[config.mk]
export PLATFORM = sky130hd
export DESIGN_NAME = ucode_seq_flat
export DESIGN_NICKNAME = d
export VERILOG_FILES = /design/src/rtl/ucode_seq_if.sv /design/src/rtl/ucode_seq.sv /design/src/flat_wrapper.sv
export SDC_FILE = /design/constraint.sdc
export NUM_CORES = 1
export LEC_CHECK = 0
export BUFFER_PORTS_ARGS = -buffer_cell sky130_fd_sc_hd__buf_2
export CORE_MARGIN = 10
export CORE_UTILIZATION = 49
export DETAILED_ROUTE_END_ITERATION = 16
export PLACE_DENSITY_LB_ADDON = 0.12
export SLEW_MARGIN = 20
export SYNTH_ARGS = -nofsm -noshare
export SYNTH_HDL_FRONTEND = slang
export SYNTH_SLANG_ARGS = --single-unit
[constraint.sdc]
create_clock -name clk -period 2.84 [get_ports clk]
set_clock_uncertainty 0.2 [all_clocks]
set_input_delay 0.426 -clock clk [delete_from_list [all_inputs] [get_ports clk]]
set_output_delay 0.426 -clock clk [all_outputs]
set_load 0.005 [all_outputs]
[src/rtl/ucode_seq_if.sv]
`default_nettype none
// ============================================================================
//  Module   : ucode_seq_if
//  Purpose  : Bundles the fetch handshakes, the datapath status inputs and
//             the control strobes of the microcode sequencer.
//  Modports : master - fetch/datapath side (drives opcode, operand, status)
//             slave  - sequencer side (drives ready flags and strobes)
//  Signals  : op_valid/op_ready/opcode, operand_valid/operand_ready/operand,
//             w/carry/zero, alu_*/jump_*/mov_*/destination_* strobes,
//             alu_sel, sel, imm_out, jump_target, done, illegal, trap
//  Revision : 1.0 - initial release
// ============================================================================
interface ucode_seq_if #(
    parameter int DATA_W = 8
);
    logic              op_valid;
    logic              op_ready;
    logic [7:0]        opcode;
    logic              operand_valid;
    logic              operand_ready;
    logic [DATA_W-1:0] operand;
    logic [DATA_W-1:0] w;
    logic              carry;
    logic              zero;
    logic              alu_operation;
    logic              alu_multibyte_result;
    logic              jump_operation;
    logic              jump_condition;
    logic              mov_operation;
    logic              destination_w;
    logic              destination_flags;
    logic              destination_memory;
    logic              destination_registers;
    logic              destination_ports;
    logic [3:0]        alu_sel;
    logic [2:0]        sel;
    logic [DATA_W-1:0] imm_out;
    logic [DATA_W-1:0] jump_target;
    logic              done;
    logic              illegal;
    logic              trap;

    modport master (
        output op_valid, opcode, operand_valid, operand, w, carry, zero,
        input  op_ready, operand_ready, alu_operation, alu_multibyte_result,
               jump_operation, jump_condition, mov_operation, destination_w,
               destination_flags, destination_memory, destination_registers,
               destination_ports, alu_sel, sel, imm_out, jump_target, done,
               illegal, trap
    );

    modport slave (
        input  op_valid, opcode, operand_valid, operand, w, carry, zero,
        output op_ready, operand_ready, alu_operation, alu_multibyte_result,
               jump_operation, jump_condition, mov_operation, destination_w,
               destination_flags, destination_memory, destination_registers,
               destination_ports, alu_sel, sel, imm_out, jump_target, done,
               illegal, trap
    );
endinterface
`default_nettype wire

[src/rtl/ucode_seq.sv]
`default_nettype none
// ============================================================================
//  Module   : ucode_seq
//  Purpose  : Multi-cycle microcode sequencer between fetch and datapath.
//             Accepts an opcode, fetches an immediate for bit7=1 opcodes,
//             evaluates jump conditions and issues registered one-cycle
//             control strobes. MUL (0x8F) takes a second execute cycle.
//  Ports    : clk  - clock, rising edge
//             rst  - synchronous active-high reset
//             bus  - ucode_seq_if.slave (handshakes, status, strobes)
//  Options  : UCODE_ILLEGAL_TRAP_EN - illegal opcodes enter a sticky trap
//             state left only by rst; otherwise they behave as a NOP that
//             pulses illegal and done.
//  Revision : 1.0 - initial release
// ============================================================================
module ucode_seq #(
    parameter int DATA_W    = 8,
    parameter int NUM_REGS  = 8,
    parameter int NUM_PORTS = 2
) (
    input logic        clk,
    input logic        rst,
    ucode_seq_if.slave bus
);

    localparam logic [2:0] c_ST_IDLE    = 3'd0;
    localparam logic [2:0] c_ST_OPERAND = 3'd1;
    localparam logic [2:0] c_ST_EXEC    = 3'd2;
    localparam logic [2:0] c_ST_EXEC2   = 3'd3;
`ifdef UCODE_ILLEGAL_TRAP_EN
    localparam logic [2:0] c_ST_TRAP    = 3'd4;
`endif

    localparam logic [3:0] c_NUM_REGS  = 4'(NUM_REGS);
    localparam logic [3:0] c_NUM_PORTS = 4'(NUM_PORTS);

    logic [2:0]        r_state;
    logic [2:0]        w_state_nxt;
    logic [7:0]        r_opcode;
    logic [7:0]        w_opcode;

    // decoded opcode class
    logic w_legal, w_need_opnd, w_dec_alu, w_dec_mov, w_dec_jump, w_dec_mul;
    logic w_dec_dw, w_dec_df, w_dec_dm, w_dec_dr, w_dec_dp, w_dec_sel_en;
    logic w_reg_ok, w_port_ok, w_taken;

    // registered outputs and their next values
    logic r_alu, r_multi, r_jop, r_jcond, r_mov;
    logic r_dw, r_df, r_dm, r_dr, r_dp, r_done, r_illegal;
    logic [3:0]        r_alu_sel;
    logic [2:0]        r_sel;
    logic [DATA_W-1:0] r_imm;
    logic w_alu_nxt, w_multi_nxt, w_jop_nxt, w_jcond_nxt, w_mov_nxt;
    logic w_dw_nxt, w_df_nxt, w_dm_nxt, w_dr_nxt, w_dp_nxt, w_done_nxt;
    logic w_illegal_nxt, w_issue, w_imm_load;
    logic [3:0]        w_alu_sel_nxt;
    logic [2:0]        w_sel_nxt;
`ifdef UCODE_ILLEGAL_TRAP_EN
    logic r_trap, w_trap_nxt;
`endif

    // In IDLE the opcode is decoded straight off the bus so the strobes can
    // be registered on the accepting edge; afterwards the latched copy is used.
    assign w_opcode  = (r_state == c_ST_IDLE) ? bus.opcode : r_opcode;
    assign w_reg_ok  = ({1'b0, w_opcode[2:0]} < c_NUM_REGS);
    assign w_port_ok = ({1'b0, w_opcode[2:0]} < c_NUM_PORTS);

    always_comb begin
        w_legal      = 1'b0;
        w_need_opnd  = w_opcode[7];
        w_dec_alu    = 1'b0;
        w_dec_mov    = 1'b0;
        w_dec_jump   = 1'b0;
        w_dec_mul    = 1'b0;
        w_dec_dw     = 1'b0;
        w_dec_df     = 1'b0;
        w_dec_dm     = 1'b0;
        w_dec_dr     = 1'b0;
        w_dec_dp     = 1'b0;
        w_dec_sel_en = 1'b0;
        case (w_opcode) inside
            8'h00: w_legal = 1'b1;
            [8'h01:8'h03], [8'h06:8'h0A]: begin
                w_legal = 1'b1; w_dec_alu = 1'b1; w_dec_dw = 1'b1;
            end
            8'h04, 8'h05: begin
                w_legal = 1'b1; w_dec_alu = 1'b1; w_dec_df = 1'b1;
            end
            8'h40, 8'h41: begin
                w_legal = w_port_ok; w_dec_mov = 1'b1; w_dec_dp = 1'b1; w_dec_sel_en = 1'b1;
            end
            8'h48, 8'h49: begin
                w_legal = w_port_ok; w_dec_mov = 1'b1; w_dec_dw = 1'b1; w_dec_sel_en = 1'b1;
            end
            [8'h50:8'h57]: begin
                w_legal = w_reg_ok; w_dec_mov = 1'b1; w_dec_dr = 1'b1; w_dec_sel_en = 1'b1;
            end
            [8'h58:8'h5F]: begin
                w_legal = w_reg_ok; w_dec_mov = 1'b1; w_dec_dw = 1'b1; w_dec_sel_en = 1'b1;
            end
            [8'h60:8'h6F]: begin
                w_legal = 1'b1; w_dec_alu = 1'b1; w_dec_dw = 1'b1; w_dec_sel_en = 1'b1;
            end
            [8'h80:8'h8E]: begin
                w_legal = 1'b1; w_dec_alu = 1'b1; w_dec_dw = 1'b1;
            end
            8'h8F: begin
                w_legal = 1'b1; w_dec_alu = 1'b1; w_dec_dw = 1'b1; w_dec_mul = 1'b1;
            end
            [8'h90:8'h97]: begin
                w_legal = w_reg_ok; w_dec_mov = 1'b1; w_dec_dr = 1'b1; w_dec_sel_en = 1'b1;
            end
            8'hA0: begin
                w_legal = 1'b1; w_dec_mov = 1'b1; w_dec_dm = 1'b1;
            end
            8'hA8: begin
                w_legal = 1'b1; w_dec_mov = 1'b1; w_dec_dw = 1'b1;
            end
            [8'hC0:8'hC6]: begin
                w_legal = 1'b1; w_dec_jump = 1'b1;
            end
            default: w_legal = 1'b0;
        endcase
    end

    // Status inputs are consumed on the edge that enters EXEC.
    always_comb begin
        w_taken = 1'b0;
        case (w_opcode[2:0])
            3'd0:    w_taken = 1'b1;
            3'd1:    w_taken = bus.carry;
            3'd2:    w_taken = !bus.carry;
            3'd3:    w_taken = bus.zero;
            3'd4:    w_taken = !bus.zero;
            3'd5:    w_taken = (bus.w == '0);
            3'd6:    w_taken = bus.w[DATA_W-1];
            default: w_taken = 1'b0;
        endcase
    end

    always_comb begin
        w_state_nxt   = r_state;
        w_issue       = 1'b0;
        w_imm_load    = 1'b0;
        w_alu_nxt     = 1'b0;
        w_multi_nxt   = 1'b0;
        w_jop_nxt     = 1'b0;
        w_jcond_nxt   = 1'b0;
        w_mov_nxt     = 1'b0;
        w_dw_nxt      = 1'b0;
        w_df_nxt      = 1'b0;
        w_dm_nxt      = 1'b0;
        w_dr_nxt      = 1'b0;
        w_dp_nxt      = 1'b0;
        w_done_nxt    = 1'b0;
        w_illegal_nxt = 1'b0;
        w_alu_sel_nxt = 4'd0;
        w_sel_nxt     = 3'd0;
`ifdef UCODE_ILLEGAL_TRAP_EN
        w_trap_nxt    = 1'b0;
`endif
        case (r_state)
            c_ST_IDLE: begin
                if (bus.op_valid) begin
                    if (!w_legal) begin
                        w_illegal_nxt = 1'b1;
`ifdef UCODE_ILLEGAL_TRAP_EN
                        w_state_nxt   = c_ST_TRAP;
                        w_trap_nxt    = 1'b1;
`else
                        w_done_nxt    = 1'b1;
`endif
                    end else if (w_need_opnd) begin
                        w_state_nxt = c_ST_OPERAND;
                    end else begin
                        w_state_nxt = c_ST_EXEC;
                        w_issue     = 1'b1;
                    end
                end
            end
            c_ST_OPERAND: begin
                if (bus.operand_valid) begin
                    w_state_nxt = c_ST_EXEC;
                    w_issue     = 1'b1;
                    w_imm_load  = 1'b1;
                end
            end
            c_ST_EXEC: begin
                if (w_dec_mul) begin
                    // high half of the product goes out on the second cycle
                    w_state_nxt   = c_ST_EXEC2;
                    w_alu_nxt     = 1'b1;
                    w_multi_nxt   = 1'b1;
                    w_df_nxt      = 1'b1;
                    w_done_nxt    = 1'b1;
                    w_alu_sel_nxt = w_opcode[3:0];
                end else begin
                    w_state_nxt = c_ST_IDLE;
                end
            end
            c_ST_EXEC2: w_state_nxt = c_ST_IDLE;
`ifdef UCODE_ILLEGAL_TRAP_EN
            c_ST_TRAP:  w_trap_nxt  = 1'b1;
`endif
            default:    w_state_nxt = c_ST_IDLE;
        endcase

        if (w_issue) begin
            w_alu_nxt     = w_dec_alu;
            w_mov_nxt     = w_dec_mov;
            w_jop_nxt     = w_dec_jump;
            w_jcond_nxt   = w_dec_jump & w_taken;
            w_dw_nxt      = w_dec_dw;
            w_df_nxt      = w_dec_df;
            w_dm_nxt      = w_dec_dm;
            w_dr_nxt      = w_dec_dr;
            w_dp_nxt      = w_dec_dp;
            w_done_nxt    = !w_dec_mul;
            w_alu_sel_nxt = w_dec_alu ? w_opcode[3:0] : 4'd0;
            w_sel_nxt     = w_dec_sel_en ? w_opcode[2:0] : 3'd0;
        end
    end

    always_ff @(posedge clk) begin
        if (rst) begin
            r_state   <= c_ST_IDLE;
            r_opcode  <= 8'd0;
            r_imm     <= '0;
            r_alu     <= 1'b0;
            r_multi   <= 1'b0;
            r_jop     <= 1'b0;
            r_jcond   <= 1'b0;
            r_mov     <= 1'b0;
            r_dw      <= 1'b0;
            r_df      <= 1'b0;
            r_dm      <= 1'b0;
            r_dr      <= 1'b0;
            r_dp      <= 1'b0;
            r_done    <= 1'b0;
            r_illegal <= 1'b0;
            r_alu_sel <= 4'd0;
            r_sel     <= 3'd0;
`ifdef UCODE_ILLEGAL_TRAP_EN
            r_trap    <= 1'b0;
`endif
        end else begin
            r_state   <= w_state_nxt;
            r_alu     <= w_alu_nxt;
            r_multi   <= w_multi_nxt;
            r_jop     <= w_jop_nxt;
            r_jcond   <= w_jcond_nxt;
            r_mov     <= w_mov_nxt;
            r_dw      <= w_dw_nxt;
            r_df      <= w_df_nxt;
            r_dm      <= w_dm_nxt;
            r_dr      <= w_dr_nxt;
            r_dp      <= w_dp_nxt;
            r_done    <= w_done_nxt;
            r_illegal <= w_illegal_nxt;
            r_alu_sel <= w_alu_sel_nxt;
            r_sel     <= w_sel_nxt;
`ifdef UCODE_ILLEGAL_TRAP_EN
            r_trap    <= w_trap_nxt;
`endif
            if ((r_state == c_ST_IDLE) && bus.op_valid) begin
                r_opcode <= bus.opcode;
            end
            if (w_imm_load) begin
                r_imm <= bus.operand;
            end
        end
    end

    assign bus.op_ready             = (r_state == c_ST_IDLE);
    assign bus.operand_ready        = (r_state == c_ST_OPERAND);
    assign bus.alu_operation        = r_alu;
    assign bus.alu_multibyte_result = r_multi;
    assign bus.jump_operation       = r_jop;
    assign bus.jump_condition       = r_jcond;
    assign bus.mov_operation        = r_mov;
    assign bus.destination_w        = r_dw;
    assign bus.destination_flags    = r_df;
    assign bus.destination_memory   = r_dm;
    assign bus.destination_registers = r_dr;
    assign bus.destination_ports    = r_dp;
    assign bus.alu_sel              = r_alu_sel;
    assign bus.sel                  = r_sel;
    assign bus.imm_out              = r_imm;
    assign bus.jump_target          = r_imm;
    assign bus.done                 = r_done;
    assign bus.illegal              = r_illegal;
`ifdef UCODE_ILLEGAL_TRAP_EN
    assign bus.trap                 = r_trap;
`else
    assign bus.trap                 = 1'b0;
`endif

endmodule
`default_nettype wire

[src/flat_wrapper.sv]
// flat-port wrapper written by rule: the top's interface ports become plain ports
module ucode_seq_flat 
#(
    parameter int DATA_W    = 8,
    parameter int NUM_REGS  = 8,
    parameter int NUM_PORTS = 2
)
  (clk, rst, bus_op_valid, bus_opcode, bus_operand_valid, bus_operand, bus_w, bus_carry, bus_zero, bus_op_ready, bus_operand_ready, bus_alu_operation, bus_alu_multibyte_result, bus_jump_operation, bus_jump_condition, bus_mov_operation, bus_destination_w, bus_destination_flags, bus_destination_memory, bus_destination_registers, bus_destination_ports, bus_alu_sel, bus_sel, bus_imm_out, bus_jump_target, bus_done, bus_illegal, bus_trap);
  ucode_seq_if #(.DATA_W(DATA_W)) bus_i ();
  input logic clk;
  input logic rst;
  input wire logic [$bits(bus_i.op_valid)-1:0] bus_op_valid;
  input wire logic [$bits(bus_i.opcode)-1:0] bus_opcode;
  input wire logic [$bits(bus_i.operand_valid)-1:0] bus_operand_valid;
  input wire logic [$bits(bus_i.operand)-1:0] bus_operand;
  input wire logic [$bits(bus_i.w)-1:0] bus_w;
  input wire logic [$bits(bus_i.carry)-1:0] bus_carry;
  input wire logic [$bits(bus_i.zero)-1:0] bus_zero;
  output wire logic [$bits(bus_i.op_ready)-1:0] bus_op_ready;
  output wire logic [$bits(bus_i.operand_ready)-1:0] bus_operand_ready;
  output wire logic [$bits(bus_i.alu_operation)-1:0] bus_alu_operation;
  output wire logic [$bits(bus_i.alu_multibyte_result)-1:0] bus_alu_multibyte_result;
  output wire logic [$bits(bus_i.jump_operation)-1:0] bus_jump_operation;
  output wire logic [$bits(bus_i.jump_condition)-1:0] bus_jump_condition;
  output wire logic [$bits(bus_i.mov_operation)-1:0] bus_mov_operation;
  output wire logic [$bits(bus_i.destination_w)-1:0] bus_destination_w;
  output wire logic [$bits(bus_i.destination_flags)-1:0] bus_destination_flags;
  output wire logic [$bits(bus_i.destination_memory)-1:0] bus_destination_memory;
  output wire logic [$bits(bus_i.destination_registers)-1:0] bus_destination_registers;
  output wire logic [$bits(bus_i.destination_ports)-1:0] bus_destination_ports;
  output wire logic [$bits(bus_i.alu_sel)-1:0] bus_alu_sel;
  output wire logic [$bits(bus_i.sel)-1:0] bus_sel;
  output wire logic [$bits(bus_i.imm_out)-1:0] bus_imm_out;
  output wire logic [$bits(bus_i.jump_target)-1:0] bus_jump_target;
  output wire logic [$bits(bus_i.done)-1:0] bus_done;
  output wire logic [$bits(bus_i.illegal)-1:0] bus_illegal;
  output wire logic [$bits(bus_i.trap)-1:0] bus_trap;
  assign bus_i.op_valid = bus_op_valid;
  assign bus_i.opcode = bus_opcode;
  assign bus_i.operand_valid = bus_operand_valid;
  assign bus_i.operand = bus_operand;
  assign bus_i.w = bus_w;
  assign bus_i.carry = bus_carry;
  assign bus_i.zero = bus_zero;
  assign bus_op_ready = bus_i.op_ready;
  assign bus_operand_ready = bus_i.operand_ready;
  assign bus_alu_operation = bus_i.alu_operation;
  assign bus_alu_multibyte_result = bus_i.alu_multibyte_result;
  assign bus_jump_operation = bus_i.jump_operation;
  assign bus_jump_condition = bus_i.jump_condition;
  assign bus_mov_operation = bus_i.mov_operation;
  assign bus_destination_w = bus_i.destination_w;
  assign bus_destination_flags = bus_i.destination_flags;
  assign bus_destination_memory = bus_i.destination_memory;
  assign bus_destination_registers = bus_i.destination_registers;
  assign bus_destination_ports = bus_i.destination_ports;
  assign bus_alu_sel = bus_i.alu_sel;
  assign bus_sel = bus_i.sel;
  assign bus_imm_out = bus_i.imm_out;
  assign bus_jump_target = bus_i.jump_target;
  assign bus_done = bus_i.done;
  assign bus_illegal = bus_i.illegal;
  assign bus_trap = bus_i.trap;
  ucode_seq #(.DATA_W(DATA_W), .NUM_REGS(NUM_REGS), .NUM_PORTS(NUM_PORTS)) u_core (.clk(clk), .rst(rst), .bus(bus_i));
endmodule
## After elaboration in Yosys (flattened, before gate mapping)

Index checks and enable logic that the tools add are counted.
Widths: inputs -> output; s select.

- Register bits after elaboration: 38
- Input bits: 30

- Order comparisons: 17
- Equal/unequal tests: 20
- Muxes and demuxes: 112
- Bitwise operators: 4
- Reduce and logical (&&, ||, !) cells: 28

Operators with widths:

| operator | count |
|---|---|
| $mux 1 | 98 |
| $eq 8x7->1 const B | 4 |
| $eq 8x8->1 const B | 3 |
| $ge 8x7->1 const B | 3 |
| $ge 8x8->1 const B | 3 |
| $le 8x7->1 const B | 3 |
| $le 8x8->1 const B | 3 |
| $reduce_or 17->1 | 1 |
| $eq 8x3->1 const B | 2 |
| $logic_not 8->1 | 2 |
| $mux 4 | 4 |
| $reduce_or 2->1 | 6 |
| $reduce_or 11->1 | 1 |
| $eq 3x2->1 const B | 3 |
| $eq 3x3->1 const B | 3 |
| $logic_and 1x1->1 | 9 |
| $mux 3 | 3 |
| $pmux 3 s3 | 1 |
| $ge 8x1->1 const B | 1 |
| $ge 8x3->1 const B | 1 |
| $le 8x2->1 const B | 1 |
| $le 8x4->1 const B | 1 |
| $mux 8 | 1 |
| $pmux 1 s7 | 1 |
| 13 further kinds | 23 |

## Longest topological paths before layout

Gate-level depths: netlist of run 1.

- Word-level depth: 23
- Mapped depth: 10
- Mapped depth without buffers: 7

## Worst setup path before layout of run 1

No wires, ideal clock.

- Path kind: input -> register
- From: input port bus_opcode[4]
- To: register u_core.r_dm (netlist: u_core.bus.destination_memory)
- Arrival: 1.995 ns
- Data required time: 2.528 ns
- Slack: 0.533 ns
- Stages on the path: 6
- Path through: or4_1 > o31a_2 > or3_4 > o221ai_4 > o31ai_1 > a2111oi_1

- Word-level cells in the longest chain between the ends: 22

RTL lines:

| element | RTL line | source |
|---|---|---|
| from (decl) | flat_wrapper.sv:13 | `input wire logic [$bits(bus_i.opcode)-1:0] bus_opcode;` |
| $mux 8 (*) | ucode_seq.sv:64 | `assign w_opcode = (r_state == c_ST_IDLE) ? bus.opcode : r_opcode;` |
| $ge 8x8->1 (no line) or $le 8x8->1 (tied branches) | -- |  |
| $logic_and 1x1->1 (no line) | -- |  |
| $mux 1 (14 in series) | ucode_seq.sv:81 | `case (w_opcode) inside` |
| $mux 1 | ucode_seq.sv:165 | `if (!w_legal) begin` |
| $mux 1 | ucode_seq.sv:164 | `if (bus.op_valid) begin` |
| $pmux 1 s2 | ucode_seq.sv:162 | `case (r_state)` |
| $not 1->1 (no line) | -- |  |
| $reduce_or 17->1 (no line) | -- |  |
| to (signal assigned) | ucode_seq.sv:255 | `r_dm <= w_dm_nxt;` |
| to (decl) | ucode_seq.sv:49 | `logic r_dw, r_df, r_dm, r_dr, r_dp, r_done, r_illegal;` |

Mark *: on every way between the ends. The rest lies on a longest branch, timed or not.
A chain may end at the register's enable or synchronous reset.

## Final worst setup path of run 1

- From: register u_core.r_state[1]
- To: register u_core.r_dp (netlist: u_core.bus.destination_ports)

- Word-level cells in the longest chain between the ends: 23

RTL lines:

| element | RTL line | source |
|---|---|---|
| from (decl) | ucode_seq.sv:37 | `logic [2:0] r_state;` |
| from (signal assigned) | ucode_seq.sv:226 | `r_state <= c_ST_IDLE;` |
| from (signal assigned) | ucode_seq.sv:247 | `r_state <= w_state_nxt;` |
| $logic_not 3->1 | ucode_seq.sv:64, ucode_seq.sv:162 |  |
| $mux 8 | ucode_seq.sv:64 |  |
| $ge 8x8->1 (no line) or $le 8x8->1 (tied branches) | -- |  |
| $logic_and 1x1->1 (no line) | -- |  |
| $mux 1 (14 in series) | ucode_seq.sv:81 |  |
| $mux 1 | ucode_seq.sv:165 |  |
| $mux 1 | ucode_seq.sv:164 |  |
| $pmux 1 s2 | ucode_seq.sv:162 |  |
| $not 1->1 (no line) | -- |  |
| $reduce_or 7->1 (no line) | -- |  |
| to (signal assigned) | ucode_seq.sv:257 | `r_dp <= w_dp_nxt;` |
| to (decl) | ucode_seq.sv:49 |  |

Parallel ways exist; a longest one is shown, timed or not.

==> qor.yml, run 1 <==
dr.pass1.iters: 4
r2r-start: "u_core.r_state[1]"
tightest_slew_ns: 0.602
cts_num_sinks: 37
cts_root_buf: "clkbuf_8"
slew_viol_final: 0
pin_count: 68
htree_levels: 2
fin_nets: 322
via_per_inst: 5.50
pre_cts_ws_ns: 0.234
switching_share_pct: 27.4
synth_warnings: 0
clk_pin_slew_ns: 0.07
cell_internal_pwr_uw: 1000
regArea_um2: 741
drc: 0
routedWlPerCell_um: 15.1
seq_power_share_pct: 39.9
maxCapViolCount: 0
rsz0062_at_grt: "no"
cp_data_arrival_time_ns: 2.62
endpoint_kind: "flip-flop"
drive_gt1_share_pct: 33.4
syn_nets: 263
worstPathCellList: "or2_1 > inv_4 > mux2_2 > a221oi_1 > a41o_2 > nor3_2 > a2111oi_1"
critPathMaxFanout: 24
fin_setup_tns_ns: 0
synth_top_area_share_pct: 38.3
synthFlopType: "dfxtp_1"
path_buf_inv: 1
fmax_mhz: 379
grt_max_degree: 26
crit_path_start_kind: "flip-flop"
hold_path.class: "in2reg"
ir_drop_uv: 367
min_period_ns: 2.64
maxSlewHeadroom_pct: 59.4
clk_path_buf_depth: 2
antenna_found_initial: 0
netlist_area_um2: 1930
post-dp-hpwl_um: 3990
hold_viol: 0
wirelength_um: 5160
grt.overflow.total: 0
globalplace.congestion: 0.864
min_from: "bus_operand[4]"
finalSetupViolCount: 0
grt_pass1_vias: 1961
cts_setup_buffers: 0
initial_utilization_pct: 51.6
grt_pass1_wl_um: 9000
cts_tree: "done"
syn_avg_cell_area_um2: 8.30
fill_cells: 358
fin_cells: 341
synth_top_area_cell: "dfxtp_1"
portBuffers: 66
synth_cells: 233
place_area_um2: 2230
netlist_top_cells_area: "dfxtp_1, nand2_1, a21oi_1"
setup_ws_ns: 0.201
drt.antenna.violating_nets: 0
vias: 1874
ys_ff_latch: 37
yosysSeqAreaShare_pct: 38.3
critPathLaunch: "u_core.r_state[1]"
p_leak_uw: 0.00106
rows: 22
synthArstFlopShare_pct: 0
slowest_delay_ns: 0.39
drt-initial-drc-count: 84
cts_hold_buf: 0
synth_edf_count: 0
status: "finished clean"
cpMaxStageDelayCell: "mux2_2"
dieArea_um2: 6860
numCtsBuffers: 5
p_per_area_nw_per_um2: 584
die_w_um: 82.8
place_inst: 333
clkLatencyLatePin_ns: 0.29
crit_family: "compound AO/OA/AOI/OAI gates"
fin_util_pct: 63.3
period_share_pct: 92.9
fp.dieH_um: 82.8
multiInputGateArea_um2: 1030
core_um2: 3740
path_class: "reg2reg"
synth_cell_type_count: 60
switchingPower_uw: 379
synth.top_cells.by_count: "dfxtp_1, nand2_1, a21oi_1, nor2_1, nand3_1"
track_usage_pct: 15.2
synth_most_common_cell: "dfxtp_1"
clkPwrFrac_pct: 39.5
cts_resized: 0
area_delta_synth_final_pct: 22.6
required_ns: 2.82
p_comb_share_pct: 20.5
antennaDiodeCount: 0
final_area_um2: 2370
[routing by layer]
metal	GRT usage (%)	wire (um)	vias to the layer above	share of wire [%]
li1	-	-	953	-
met1	17.6	2290	848	44
met2	24.4	2360	67	46
met3	5.57	428	6	8.3
met4	6.46	78	0	1.5
met5	0	0	-	0
[layout make-up]
class / instances / area share (%)
clock buffer: 5 / 2.90
clock inverter: 3 / 2.90
inverter: 6 / 1.06
multi-input combinational: 170 / 43.5
sequential: 37 / 31.3
tap: 48 / 2.53
timing repair buffer: 72 / 15.8
[per-stage QoR]
step / total power (uW) / hold WS [ns]
2_1_floorplan: 767 / 0.250
3_3_place_gp: 845 / 0.250
3_5_place_dp: 846 / 0.259
4_1_cts: 1390 / 0.170
5_1_grt: 1450 / 0.179
6_report: 1380 / 0.174
[worst min-delay path, delay by kind of cell]
| kind | cells | cell delay (ns) |
|---|---|---|
| compound gates | 1 | 0.05 |
| buf+inv | 1 | 0.09 |
| simple gates | 1 | 0.05 |
[path summary, 6_finish.rpt]
kind / end / slack, ns / cells after the start
worst max-delay path: u_core.bus.destination_ports / 0.20 / 7
worst min-delay path: u_core.bus.imm_out[4] / 0.17 / 3
worst max register to register: u_core.bus.destination_ports / 0.20 / 7
worst min register to register: u_core.bus.imm_out[5] / 0.27 / 2
[power groups by stage]
stage          combinational, uW  sequential (uW)  clock (uW)
6_report                     284              553         547
5_1_grt                      317              556         577
4_1_cts                      283              552         559
3_5_place_dp                 282              564           0
3_3_place_gp                 281              564           0
2_1_floorplan                203              564           0
[layout by cell type (no fill, tap or decap), types with 2 or more instances in the layout]
master     synthesis  layout
a2111oi_1          2       2
a21oi_1           23      23
a221oi_1           2       2
a311oi_1           2       2
a31oi_1            5       5
and2_1             2       2
buf_2              1      66
buf_4              9       6
bufinv_16          0       2
clkbuf_8           0       5
dfxtp_1           37      37
inv_1              5       5
mux2_2             3       3
mux2i_1            3       3
nand2_1           36      36
nand2b_1           4       4
nand3_1           11      11
nand4_1            2       2
nor2_1            18      18
nor3b_1            2       2
nor4_1             5       5
nor4b_1            2       2
o21a_1             3       3
o21ai_0            7       6
o21ai_1            1       2
o22ai_1            2       2
o31ai_1            2       2
or4_1              2       2
or4b_1             2       2
[state kept, by name (all words and copies together) (netlist names), 2 cells and up]
signal,count
u_core.bus.imm_out,8
u_core.r_opcode,8
u_core.bus.alu_sel,4
u_core.bus.sel,3
u_core.r_state,2
[cells by family after synthesis]
logic type | Yosys count | synth area share (%)
compound gates | 66 | 23.9
buf+inv | 26 | 8.35
flops | 37 | 38.3
mux | 7 | 4.01
other cells | 1 | 0.194
simple gates | 96 | 25.2
Power figures use the tool's default switching activity.
==> run 2: changes to the inputs <==
==> constraint.sdc (replaced) <==
create_clock -name clk -period 2.84 [get_ports clk]
set_clock_uncertainty 0.2 [all_clocks]
set_input_delay 0.142 -clock clk [delete_from_list [all_inputs] [get_ports clk]]
set_output_delay 0.142 -clock clk [all_outputs]
set_load 0.005 [all_outputs]
==> qor.yml, run 2 (synthesis gave the netlist of run 1 again) <==
status: "finished clean"  # unchanged
final_common_cell: "buf_2"  # unchanged
seq_power_share_pct: 39.2  # was 39.9%
numCtsBuffers: 5  # unchanged
hold_ws_ns: 0.000183  # was 0.174 ns
area_delta_synth_final_pct: 31.8  # was 22.6%
grt_busiest_layer: "met2"  # unchanged
cts_resized: 0  # unchanged
p_comb_share_pct: 21.7  # was 20.5%
final_cell_mix: "buf_2, dfxtp_1, nand2_1, a21oi_1, nor2_1"  # unchanged
drt-initial-drc-count: 130  # was 84
hold_path.class: "in2reg"  # unchanged
pin_count: 68  # unchanged
via_per_inst: 5.47  # was 5.50
cts_root_buf: "clkbuf_8"  # unchanged
antenna_found_initial: 0  # unchanged
maxSlewHeadroom_pct: 59.1  # was 59.4%
period_share_pct: 92.1  # was 92.9%
cts_tree: "done"  # unchanged
power_uw: 1410  # was 1380 uW
p_per_area_nw_per_um2: 554  # was 584 nW/um^2
cts_num_sinks: 37  # unchanged
cp_data_arrival_time_ns: 2.60  # was 2.62 ns
grt_pass1_vias: 1963  # was 1961
rows: 22  # unchanged
post-dp-hpwl_um: 4100  # was 3990 um
required_ns: 2.82  # about the same
fin_nets: 340  # was 322
slew_viol_final: 0  # unchanged
clkPwrFrac_pct: 39.2  # was 39.5%
crit_path_start_kind: "flip-flop"  # unchanged
use_met1_pct: 18.0  # was 17.6%
drc: 0  # unchanged
clk_pin_slew_ns: 0.07  # about the same
fill_cells: 344  # was 358
multiInputGateArea_um2: 1030  # unchanged
use_met3_pct: 5.37  # was 5.57%
p_leak_uw: 0.00113  # was 0.00106 uW
cell_internal_pwr_uw: 1020  # was 1000 uW
min_period_ns: 2.61  # was 2.64 ns
wirelength_um: 5540  # was 5160 um
dieArea_um2: 6860  # unchanged
htree_levels: 2  # unchanged
fmax_mhz: 383  # was 379 MHz
grt.overflow.total: 0  # unchanged
track_usage_pct: 15.7  # was 15.2%
dr.pass1.iters: 4  # unchanged
hold_viol: 0  # unchanged
finalSetupViolCount: 0  # unchanged
clk_path_buf_depth: 2  # unchanged
routedWlPerCell_um: 15.4  # was 15.1 um
tightest_slew_ns: 0.608  # was 0.602 ns
grt_pass1_wl_um: 9270  # was 9000 um
core_um2: 3740  # unchanged
portBuffers: 66  # unchanged
die_w_um: 82.8  # unchanged
fp.dieH_um: 82.8  # unchanged
fin_setup_tns_ns: 0  # unchanged
ir_drop_uv: 278  # was 367 uV
endpoint_kind: "flip-flop"  # unchanged
regArea_um2: 741  # unchanged
maxCapViolCount: 0  # unchanged
clkLatencyLatePin_ns: 0.30  # was 0.29 ns
initial_utilization_pct: 51.6  # unchanged
drive_gt1_share_pct: 31.8  # was 33.4%
rsz0062_at_grt: "no"  # unchanged
globalplace.congestion: 0.910  # was 0.864
switching_share_pct: 27.7  # was 27.4%
grt_max_degree: 26  # unchanged
critPathMaxFanout: 24  # unchanged
path_class: "reg2reg"  # unchanged
grt_use_met2_pct: 25.9  # was 24.4%
drt.antenna.violating_nets: 0  # unchanged
cts_setup_buffers: 0  # unchanged
antennaDiodeCount: 0  # unchanged
cts_hold_buf: 17  # was 0
switchingPower_uw: 391  # was 379 uW
vias: 1963  # was 1874
run 2: cell count changes in the layout (fill, tap and decap cells not counted), sizes merged:
cell / delta
buf: +1
dlygate4sd3: +17
run 2: metrics by stage:
step           cells  instance area, um^2  utilization (%)  worst slack [ns]
3_5_place_dp     334                 2240             59.8             0.301
3_3_place_gp     334                 2240             59.8             0.329
5_1_grt          359                 2550             68.0            0.0432
6_report         359                 2550             68.0             0.226
4_1_cts          359                 2550             68.0             0.270
2_1_floorplan    233                 1930                -             0.572
run 2: worst max-delay path, stage by stage (launching register included):
cell and delay, ns:
dfxtp_1 0.31, or2_1 0.33, inv_4 0.26, mux2_2 0.39, a221oi_1 0.35, a41o_2 0.20
o31ai_1 0.08, a2111oi_1 0.38
run 2: per-layer routing:
layer / part of all wire, % / vias up / routed length (um)
met4: 1.8 / 0 / 97
met5: 0 / - / 0
met1: 43 / 882 / 2350
met3: 8.7 / 10 / 480
met2: 47 / 80 / 2600
li1: - / 991 / -
run 2: worst paths after layout:
path	start	end	slack, ns	depth (start not counted)
worst max-delay path	u_core.r_state[1]	u_core.bus.destination_memory	0.23	7
worst min-delay path	bus_operand_valid	u_core.bus.imm_out[1]	0.0002	3
worst max register to register	u_core.r_state[1]	u_core.bus.destination_memory	0.23	7
worst min register to register	u_core.bus.imm_out[5]	u_core.bus.imm_out[5]	0.27	2
run 2: area by class of cell:
cell class / instances / area share (%)
timing repair buffer: 90 / 21.7
multi-input combinational: 170 / 40.5
clock buffer: 5 / 2.70
clock inverter: 3 / 2.70
inverter: 6 / 0.982
sequential: 37 / 29.1
tap: 48 / 2.36
run 2: power by group through the flow:
stage / Clock (uW) / Sequential, uW / Combinational (uW)
2_1_floorplan: 0 / 564 / 203
3_3_place_gp: 0 / 564 / 286
3_5_place_dp: 0 / 565 / 284
4_1_cts: 559 / 553 / 302
5_1_grt: 579 / 556 / 338
6_report: 553 / 553 / 306
